<file path="config.mk">
export PLATFORM = sky130hd
export DESIGN_NAME = alu_mc
export DESIGN_NICKNAME = d
export VERILOG_FILES = /design/src/rtl/alu_mc.sv
export SDC_FILE = /design/constraint.sdc
export NUM_CORES = 1
export LEC_CHECK = 0
export BUFFER_PORTS_ARGS = -buffer_cell sky130_fd_sc_hd__buf_4
export CORE_UTILIZATION = 45
export DETAILED_ROUTE_END_ITERATION = 8
export GPL_TIMING_DRIVEN = 0
export PLACE_DENSITY = 0.67
export RECOVER_POWER = 50
export SLEW_MARGIN = 20
export SYNTH_ARGS = -nofsm -noshare
export SYNTH_HDL_FRONTEND = slang
export SYNTH_SLANG_ARGS = --single-unit
</file>
<file path="constraint.sdc">
create_clock -name clk -period 9.3 [get_ports clk]
set_input_delay 1.86 -clock clk [delete_from_list [all_inputs] [get_ports clk]]
set_output_delay 1.86 -clock clk [all_outputs]
set_load 0.02 [all_outputs]
</file>
<file path="src/rtl/alu_mc.sv">
// rtl/alu_mc.sv - multi-cycle execute-stage ALU with valid/ready handshakes and iterative shift-add multiply
// Optional feature macro: ALU_FAST_MUL_EN (single-cycle combinational multiply instead of the MUL state)
module alu_mc #(
    parameter int  WORD_SIZE = 32,
    localparam int SHAMT_W   = $clog2(WORD_SIZE)
) (
    input  logic                 clk,
    input  logic                 reset,
    input  logic                 validE,
    output logic                 readyE,
    input  logic [WORD_SIZE-1:0] srcAE,
    input  logic [WORD_SIZE-1:0] srcBE,
    input  logic [2:0]           ALUControlE,
    output logic                 validM,
    input  logic                 readyM,
    output logic [WORD_SIZE-1:0] resultM,
    output logic                 zeroM
);

    typedef enum logic [1:0] {
        S_IDLE = 2'd0,
        S_MUL  = 2'd1,
        S_DONE = 2'd2
    } state_t;

    localparam logic [2:0] OP_MUL = 3'b100;

    state_t               state_q, state_d;
    logic [WORD_SIZE-1:0] result_q, result_d;
    logic                 zero_q, zero_d;
    logic                 valid_q, valid_d;
    logic                 accept;

`ifndef ALU_FAST_MUL_EN
    logic [WORD_SIZE-1:0] mcand_q, mcand_d;
    logic [WORD_SIZE-1:0] mplier_q, mplier_d;
    logic [WORD_SIZE-1:0] acc_q, acc_d;
    logic [WORD_SIZE-1:0] acc_sum;
    logic [SHAMT_W-1:0]   cnt_q, cnt_d;
`endif

    function automatic logic [WORD_SIZE-1:0] alu_op(
        input logic [2:0]           op,
        input logic [WORD_SIZE-1:0] a,
        input logic [WORD_SIZE-1:0] b
    );
        logic [WORD_SIZE-1:0] r;
        r = '0;
        case (op)
            3'b000: r = a + b;
            3'b001: r = a - b;
            3'b010: r = a & b;
            3'b011: r = a | b;
            3'b100: begin
`ifdef ALU_FAST_MUL_EN
                r = a * b;
`else
                // Iterative datapath owns Mul in this build.
                r = '0;
`endif
            end
            3'b101: r = a ^ b;
            3'b110: r = a << b[SHAMT_W-1:0];
            3'b111: r = a >> b[SHAMT_W-1:0];
        endcase
        return r;
    endfunction

    assign readyE  = (state_q == S_IDLE) | ((state_q == S_DONE) & readyM);
    assign validM  = valid_q;
    assign resultM = result_q;
    assign zeroM   = zero_q;
    assign accept  = validE & readyE;

    always_comb begin
        state_d  = state_q;
        result_d = result_q;
        zero_d   = zero_q;
        valid_d  = valid_q;
`ifndef ALU_FAST_MUL_EN
        mcand_d  = mcand_q;
        mplier_d = mplier_q;
        acc_d    = acc_q;
        cnt_d    = cnt_q;
        acc_sum  = mplier_q[0] ? (acc_q + mcand_q) : acc_q;
`endif
        case (state_q)
            S_MUL: begin
`ifndef ALU_FAST_MUL_EN
                mcand_d  = mcand_q << 1;
                mplier_d = mplier_q >> 1;
                acc_d    = acc_sum;
                cnt_d    = cnt_q + SHAMT_W'(1);
                if (cnt_q == SHAMT_W'(WORD_SIZE - 1)) begin
                    result_d = acc_sum;
                    zero_d   = (acc_sum == '0);
                    valid_d  = 1'b1;
                    state_d  = S_DONE;
                end
`else
                state_d = S_IDLE;
`endif
            end
            default: begin
                // DONE with readyM hands the result off; an accept in the same edge overrides.
                if ((state_q == S_DONE) && readyM) begin
                    valid_d = 1'b0;
                    state_d = S_IDLE;
                end
                if (accept) begin
`ifndef ALU_FAST_MUL_EN
                    if (ALUControlE == OP_MUL) begin
                        mcand_d  = srcAE;
                        mplier_d = srcBE;
                        acc_d    = '0;
                        cnt_d    = '0;
                        valid_d  = 1'b0;
                        state_d  = S_MUL;
                    end else begin
                        result_d = alu_op(ALUControlE, srcAE, srcBE);
                        zero_d   = (alu_op(ALUControlE, srcAE, srcBE) == '0);
                        valid_d  = 1'b1;
                        state_d  = S_DONE;
                    end
`else
                    result_d = alu_op(ALUControlE, srcAE, srcBE);
                    zero_d   = (alu_op(ALUControlE, srcAE, srcBE) == '0);
                    valid_d  = 1'b1;
                    state_d  = S_DONE;
`endif
                end
            end
        endcase
    end

    always_ff @(posedge clk or posedge reset) begin
        if (reset) begin
            state_q  <= S_IDLE;
            result_q <= '0;
            zero_q   <= 1'b0;
            valid_q  <= 1'b0;
`ifndef ALU_FAST_MUL_EN
            mcand_q  <= '0;
            mplier_q <= '0;
            acc_q    <= '0;
            cnt_q    <= '0;
`endif
        end else begin
            state_q  <= state_d;
            result_q <= result_d;
            zero_q   <= zero_d;
            valid_q  <= valid_d;
`ifndef ALU_FAST_MUL_EN
            mcand_q  <= mcand_d;
            mplier_q <= mplier_d;
            acc_q    <= acc_d;
            cnt_q    <= cnt_d;
`endif
        end
    end

endmodule

</file>
==> results.toml, run 1 <==
[status]
status = "complete, but fails checks"
failed_checks = "capacitance limit, slew limit"

[route]
top_layer = "met4"
ant_nets = 0
wire_per_inst_um = 31.6
met1_length_mm = 31.7
post-route-drc-count = 0
wl_met2_mm = 36.8
wl_mm = 82.2
vias = 18001
first_iter_violations = 2193
avgViaCountPerCell = 6.92
met3_length_mm = 8.13
dr.pass1.iters = 6

[global_routing]
overflow = 0
grtUsageTotal_pct = 45.5
grt_pass1_vias = 16989
antenna_found_initial = 2
grt_max_degree = 98
grt_pass1_wl_mm = 118

[floorplan]
core_area_um2 = 34700
die_h_um = 190
die_w_um = 190
dieArea_um2 = 36300
top_level_ports = 106
rows = 68
start_util_pct = 46.0

[placed_design]
port_buffers = 104
placed_cell_area_um2 = 17400
dp_hpwl_mm = 64.9
place_congestion = 1.08
place_inst = 2565

[cts]
cts_hold_buffers = 0
cts.path.max_buffers = 2
cts_setup_buffers = 0
cts_tree = "built"
ctsResizeCount = 0
htree_num_levels = 4
clk_latency_ns = 0.46
numCtsBuffers = 17
clk_pin_slew_ns = 0.07
cts_root_buf = "clkbuf_16"
cts.sinks = 136

[sta]
layout_min_cycle_time_ns = 9.13
skew_ns = 0.00998
tns_ns = 0
grt_setup_unrepaired = "false"
fmax_mhz = 109
final.period_utilization_pct = 98.2
setup_violations = 0
finalHoldViolations = 0
whs_ns = 0.479
report.final.slew_viol_count = 139
relSlewSlack_pct = -250
worst_pin_slew_ns = 5.25

[critical_path]
crit_chain = "buf_4 -> buf_2 -> buf_2 -> inv_1 -> buf_2 -> ha_1 -> nand4_1 -> nor3_1 -> a21oi_1 -> xnor2_1 -> ha_1 -> clkbuf_1 -> a21oi_1 -> o211ai_1 -> mux2_2 -> o21ai_1 -> a31o_2 -> a211oi_1 -> nand4_1 -> nor4b_2 -> nand4_1 -> o31ai_1 -> a41o_1"
cp-start-kind = "input port"
regToRegSetupSlack_ns = 4.55
critPathMaxStageDelay_ns = 0.96
crit_buf_inv = 6
rr_endpoint = "zeroM$_DFFE_PP0P_"
crit_slowest_cell = "a211oi_1"
cp-end-kind = "register"
cp_max_fo = 11
crit_type = "input port to register"
reg2reg_depth = 13
worstPathArrival_ns = 9.53
r2r-start = "mcand_q[0]$_DFFE_PP0P_"
critPathTopFamily = "compound AO/OA/AOI/OAI gates"
cp.required_ns = 9.69

[cells_and_area]
syn_to_final_growth_pct = 12.0
layout-drive-gt1-share_pct = 11.1
nets = 2332
final_cells = 2600
fin_area_um2 = 17900

[synth]
yosysWarnings = 0
ys_seq_area_share_pct = 21.3
syn-num-nets = 2206
synth_edf_count = 0
async_reset_ff_share_pct = 100
synth.avg_cell_area_um2 = 7.98
ys.flop_type = "dfrtp_1"
syn_area_um2 = 16000
syn_inst = 2003
yosysTopAreaCell = "dfrtp_1"
synth_top_cell_area_share_pct = 21.3
ys_types = 86
ys_ff_latch = 136
synth_area_leaders = "dfrtp_1 21%, ha_1 10%, nand2_1 8.4%"

[power_and_ir_drop]
irDropWorstVdd_v = 0.000189
p_leak_uw = 0.00808
power_density_nw_per_um2 = 222
p_total_uw = 3980

[min_path]
hold_class = "register to register"
whs_endpoint = "mplier_q[9]$_DFFE_PP0P_"
min_delay_path_depth = 2
hp-start = "mplier_q[9]$_DFFE_PP0P_"

[run]
maxCapViolCount = 2
-- layout make-up --
type                    instances  area, um^2
diodes                          3        7.51
plain buffers                 140         606
clock buffers                  20         447
clock inverters                12         141
fillers                      3403       16800
inverters                      87         328
multi-input cells            1640       11700
flip-flops and latches        136        3400
well taps                     455         569
repair buffers                107         739
-- per-stage QoR --
step	util (%)	setup WS [ns]
finish	51.6	0.166
global route	51.6	0.107
CTS	51.8	0.445
detailed placement	50.1	-0.0230
global placement	49.9	0.0862
floorplan	-	2.65
-- worst min-delay path: cells and delay by family, from the launching register on --
kind | cells | cell delay (ns)
DFF | 1 | 0.35
and+or+nand+nor | 2 | 0.10
-- cells in the mapped netlist, drive strengths merged, types with 12 or more instances --
master,count
inv,87
xor2,18
a211oi,32
and3,18
a31oi,25
xnor2,56
nor2,123
ha,130
o31ai,18
a21oi,110
o211ai,12
a21o,32
nand2,356
nor3,26
mux2,34
o22ai,23
a22oi,78
dfrtp,136
nand3,40
nand4,34
nand2b,15
buf,36
nor2b,25
mux2i,57
a221o,12
o21ai,138
mux4,55
nor4,17
clkbuf,104
-- where the power goes --
group | internal, uW | total (uW) | switching [uW]
clock network | 406 | 720 | 315
logic | 728 | 2290 | 1560
registers | 807 | 977 | 170
-- cell families (layout without fill, tap and decap cells) --
| family | Yosys count | count (layout) | share of synthesized area [%] |
|---|---|---|---|
| buffers and inverters | 227 | 366 | 5.82 |
| XOR/XNOR | 74 | 74 | 4.06 |
| flip-flops | 136 | 136 | 21.3 |
| AND/OR/NAND/NOR | 703 | 703 | 20.0 |
| multiplexers | 146 | 146 | 14.0 |
| AO/OA/AOI/OAI | 585 | 585 | 24.4 |
| other | 0 | 3 | 0 |
| adder cells (fa/ha/maj) | 132 | 132 | 10.4 |
-- per-layer routing --
layer,GRT usage [%],vias to the layer above
met4,28.4,0
met3,12.6,289
met2,71.9,1188
met5,1.10,-
met1,54.5,8834
li1,-,7690
-- worst max path at each step --
| stage | from | cells past startpoint | end | slack [ns] |
|---|---|---|---|---|
| floorplan | ALUControlE[0] | 22 | zeroM$_DFFE_PP0P_ | 2.65 |
| global placement | srcBE[1] | 23 | zeroM$_DFFE_PP0P_ | 0.09 |
| detailed placement | ALUControlE[0] | 22 | zeroM$_DFFE_PP0P_ | -0.02 |
| CTS | ALUControlE[0] | 22 | zeroM$_DFFE_PP0P_ | 0.44 |
| global route | srcBE[1] | 23 | zeroM$_DFFE_PP0P_ | 0.11 |
| finish | srcBE[1] | 23 | zeroM$_DFFE_PP0P_ | 0.17 |
-- state kept, by name, indices dropped and copies added (netlist names) --
name / flops
validM: 1
mcand_q: 32
zeroM: 1
state_q: 1
cnt_q: 5
mplier_q: 32
acc_q: 32
resultM: 32
-- placed cells by master (no fill, tap or decap), types with 13 or more instances in the layout --
cell type / netlist / final
dfrtp_1: 136 / 136
o31ai_1: 18 / 17
nand2b_1: 15 / 15
xnor2_1: 56 / 56
and3_1: 18 / 18
clkbuf_16: 0 / 17
o21ai_0: 133 / 133
a31oi_1: 25 / 25
mux2_2: 25 / 25
a211oi_1: 32 / 32
mux2i_1: 57 / 57
nand4_1: 34 / 34
mux4_2: 49 / 49
nor2_1: 123 / 121
buf_1: 17 / 17
buf_4: 1 / 88
inv_1: 86 / 85
nand3_1: 40 / 40
a21o_1: 32 / 32
a21oi_1: 110 / 110
ha_1: 130 / 130
buf_2: 13 / 13
o22ai_1: 23 / 23
nand2_1: 356 / 356
a22oi_1: 78 / 78
nor4_1: 15 / 15
nor3_1: 26 / 25
nor2b_1: 25 / 25
clkbuf_1: 104 / 123
xor2_1: 18 / 18
Power figures use the tool's default switching activity.
==> run 2, diff against run 1 <==
--- a/config.mk
+++ b/config.mk
@@ -6,10 +6,12 @@
 export NUM_CORES = 1
 export LEC_CHECK = 0
 export BUFFER_PORTS_ARGS = -buffer_cell sky130_fd_sc_hd__buf_4
-export CORE_UTILIZATION = 45
+export CELL_PAD_IN_SITES_DETAIL_PLACEMENT = 0
+export CELL_PAD_IN_SITES_GLOBAL_PLACEMENT = 2
+export CORE_UTILIZATION = 41
 export DETAILED_ROUTE_END_ITERATION = 8
 export GPL_TIMING_DRIVEN = 0
-export PLACE_DENSITY = 0.67
+export PLACE_DENSITY = 0.93
 export RECOVER_POWER = 50
 export SLEW_MARGIN = 20
 export SYNTH_ARGS = -nofsm -noshare
==> results.toml, run 2 (same netlist as run 1, synthesis figures left out) <==
[global_routing]
overflow = 0
grtUsageTotal_pct = 42.0
antenna_found_initial = 1
grt_pass1_vias = 17068
grt_max_degree = 76
grt_pass1_wl_mm = 118

[power_and_ir_drop]
p_leak_uw = 0.00809
p_total_uw = 3980
irDropWorstVdd_v = 0.000128
power_density_nw_per_um2 = 222

[min_path]
hold_class = "register to register"

[route]
avgViaCountPerCell = 6.61
dr.pass1.iters = 9
wl_mm = 81.9
wire_per_inst_um = 30.9
vias = 17526
first_iter_violations = 1862
ant_nets = 0
post-route-drc-count = 0

[cts]
clk_pin_slew_ns = 0.06
htree_num_levels = 4
clk_latency_ns = 0.47
numCtsBuffers = 17
cts_tree = "built"
cts_setup_buffers = 0
cts.path.max_buffers = 2
cts.sinks = 136
cts_root_buf = "clkbuf_16"

[run]
maxCapViolCount = 2

[cells_and_area]
antenna_cells = 0
layout_common_cells = "356 x nand2_1, 136 x dfrtp_1, 133 x o21ai_0, 130 x ha_1, 122 x clkbuf_1"
n_fill_cell = 3927
syn_to_final_growth_pct = 12.5
layout-drive-gt1-share_pct = 11.1
nets = 2332
multiInputGateArea_um2 = 11700
final_common_cell = "nand2_1"
register_area_um2 = 3400
utilization_pct = 47.3
fin_area_um2 = 18000

[placed_design]
port_buffers = 104
place_congestion = 1.12
placed_cell_area_um2 = 17500
dp_hpwl_mm = 64.7

[critical_path]
crit_type = "input port to register"
cp_max_fo = 11
cp-end-kind = "register"
cp.required_ns = 9.70
cp-start-kind = "input port"
worstPathArrival_ns = 9.56

[sta]
relSlewSlack_pct = -180
report.final.slew_viol_count = 139
fmax_mhz = 109
worst_pin_slew_ns = 4.20
grt_setup_unrepaired = "false"
tns_ns = 0
layout_min_cycle_time_ns = 9.16
finalHoldViolations = 0
final.period_utilization_pct = 98.5
skew_ns = 0.0155
setup_violations = 0

[status]
status = "complete, but fails checks"
failed_checks = "capacitance limit, slew limit"

[floorplan]
dieArea_um2 = 39800
core_area_um2 = 38000
start_util_pct = 42.0
top_level_ports = 106
die_h_um = 199
rows = 71
die_w_um = 199
[run 2: cell types whose count changed in the layout (fill, tap and decap cells not counted)]
cell and change:
bufinv_16 +1, clkinv_4 -2, diode_2 -3, o31ai_2 -1, clkbuf_1 -1, o31ai_1 +1
inv_6 +1, clkinv_2 +1
[run 2: worst paths after layout]
path	startpoint	endpoint	slack, ns	cells past startpoint
max	srcBE[1]	zeroM$_DFFE_PP0P_	0.14	23
min in group asynchronous	reset	acc_q[7]$_DFFE_PP0P_	2.24	2
max reg2reg	mcand_q[0]$_DFFE_PP0P_	zeroM$_DFFE_PP0P_	4.66	13
max in group asynchronous	reset	mplier_q[19]$_DFFE_PP0P_	2.13	3
min reg2reg	resultM[13]$_DFFE_PP0P_	resultM[13]$_DFFE_PP0P_	0.47	2
min	resultM[13]$_DFFE_PP0P_	resultM[13]$_DFFE_PP0P_	0.47	2
[run 2: routing by layer]
metal	vias up	wire, um	GRT usage, %
li1	7682	-	-
met1	8489	31200	50.5
met2	1086	36600	66.5
met3	269	8230	11.3
met4	0	5860	26.2
met5	-	0	0
[run 2: stage by stage]
step | hold WS [ns] | setup slack (ns) | cells
floorplan | 0.446 | 2.65 | 2003
global placement | 0.458 | -0.144 | 2618
detailed placement | 0.463 | -0.128 | 2621
CTS | 0.479 | 0.334 | 2653
global route | 0.495 | 0.104 | 2653
finish | 0.474 | 0.142 | 2653
[run 2: power breakdown]
group / total, uW / switching (uW) / internal [uW]
Sequential: 977 / 170 / 807
Clock: 737 / 306 / 432
Combinational: 2270 / 1540 / 728
Total: 3980 / 2020 / 1970
[run 2: layout make-up]
class / count / share of cell area (%)
plain buffers: 140 / 3.37
clock buffers: 19 / 2.46
clock inverters: 13 / 0.932
inverters: 87 / 1.82
multi-input cells: 1640 / 64.8
flip-flops and latches: 136 / 18.9
well taps: 511 / 3.56
repair buffers: 107 / 4.11
[run 2: repair_timing]
action / 4_1_cts / 5_1_grt
resized for setup: 0 / 3
endpoints found under the hold margin: 0 / 0
hold buffers: 0 / 0
setup endpoints to repair: 0 / 1
[run 2: worst max-delay path, cell delays in order]
cell      delay (ns)
buf_4           0.12
buf_2           0.25
buf_2           0.31
inv_1           0.59
buf_2           0.53
ha_1            0.33
nand4_1         0.22
nor3_1          0.96
a21oi_1         0.19
xnor2_1         0.17
ha_1            0.27
clkbuf_1        0.36
a21oi_1         0.22
o211ai_1        0.37
mux2_2          0.24
o21ai_1         0.06
a31o_2          0.26
a211oi_1        0.95
nand4_1         0.33
nor4b_2         0.38
nand4_1         0.13
o31ai_1         0.30
a41o_1          0.14
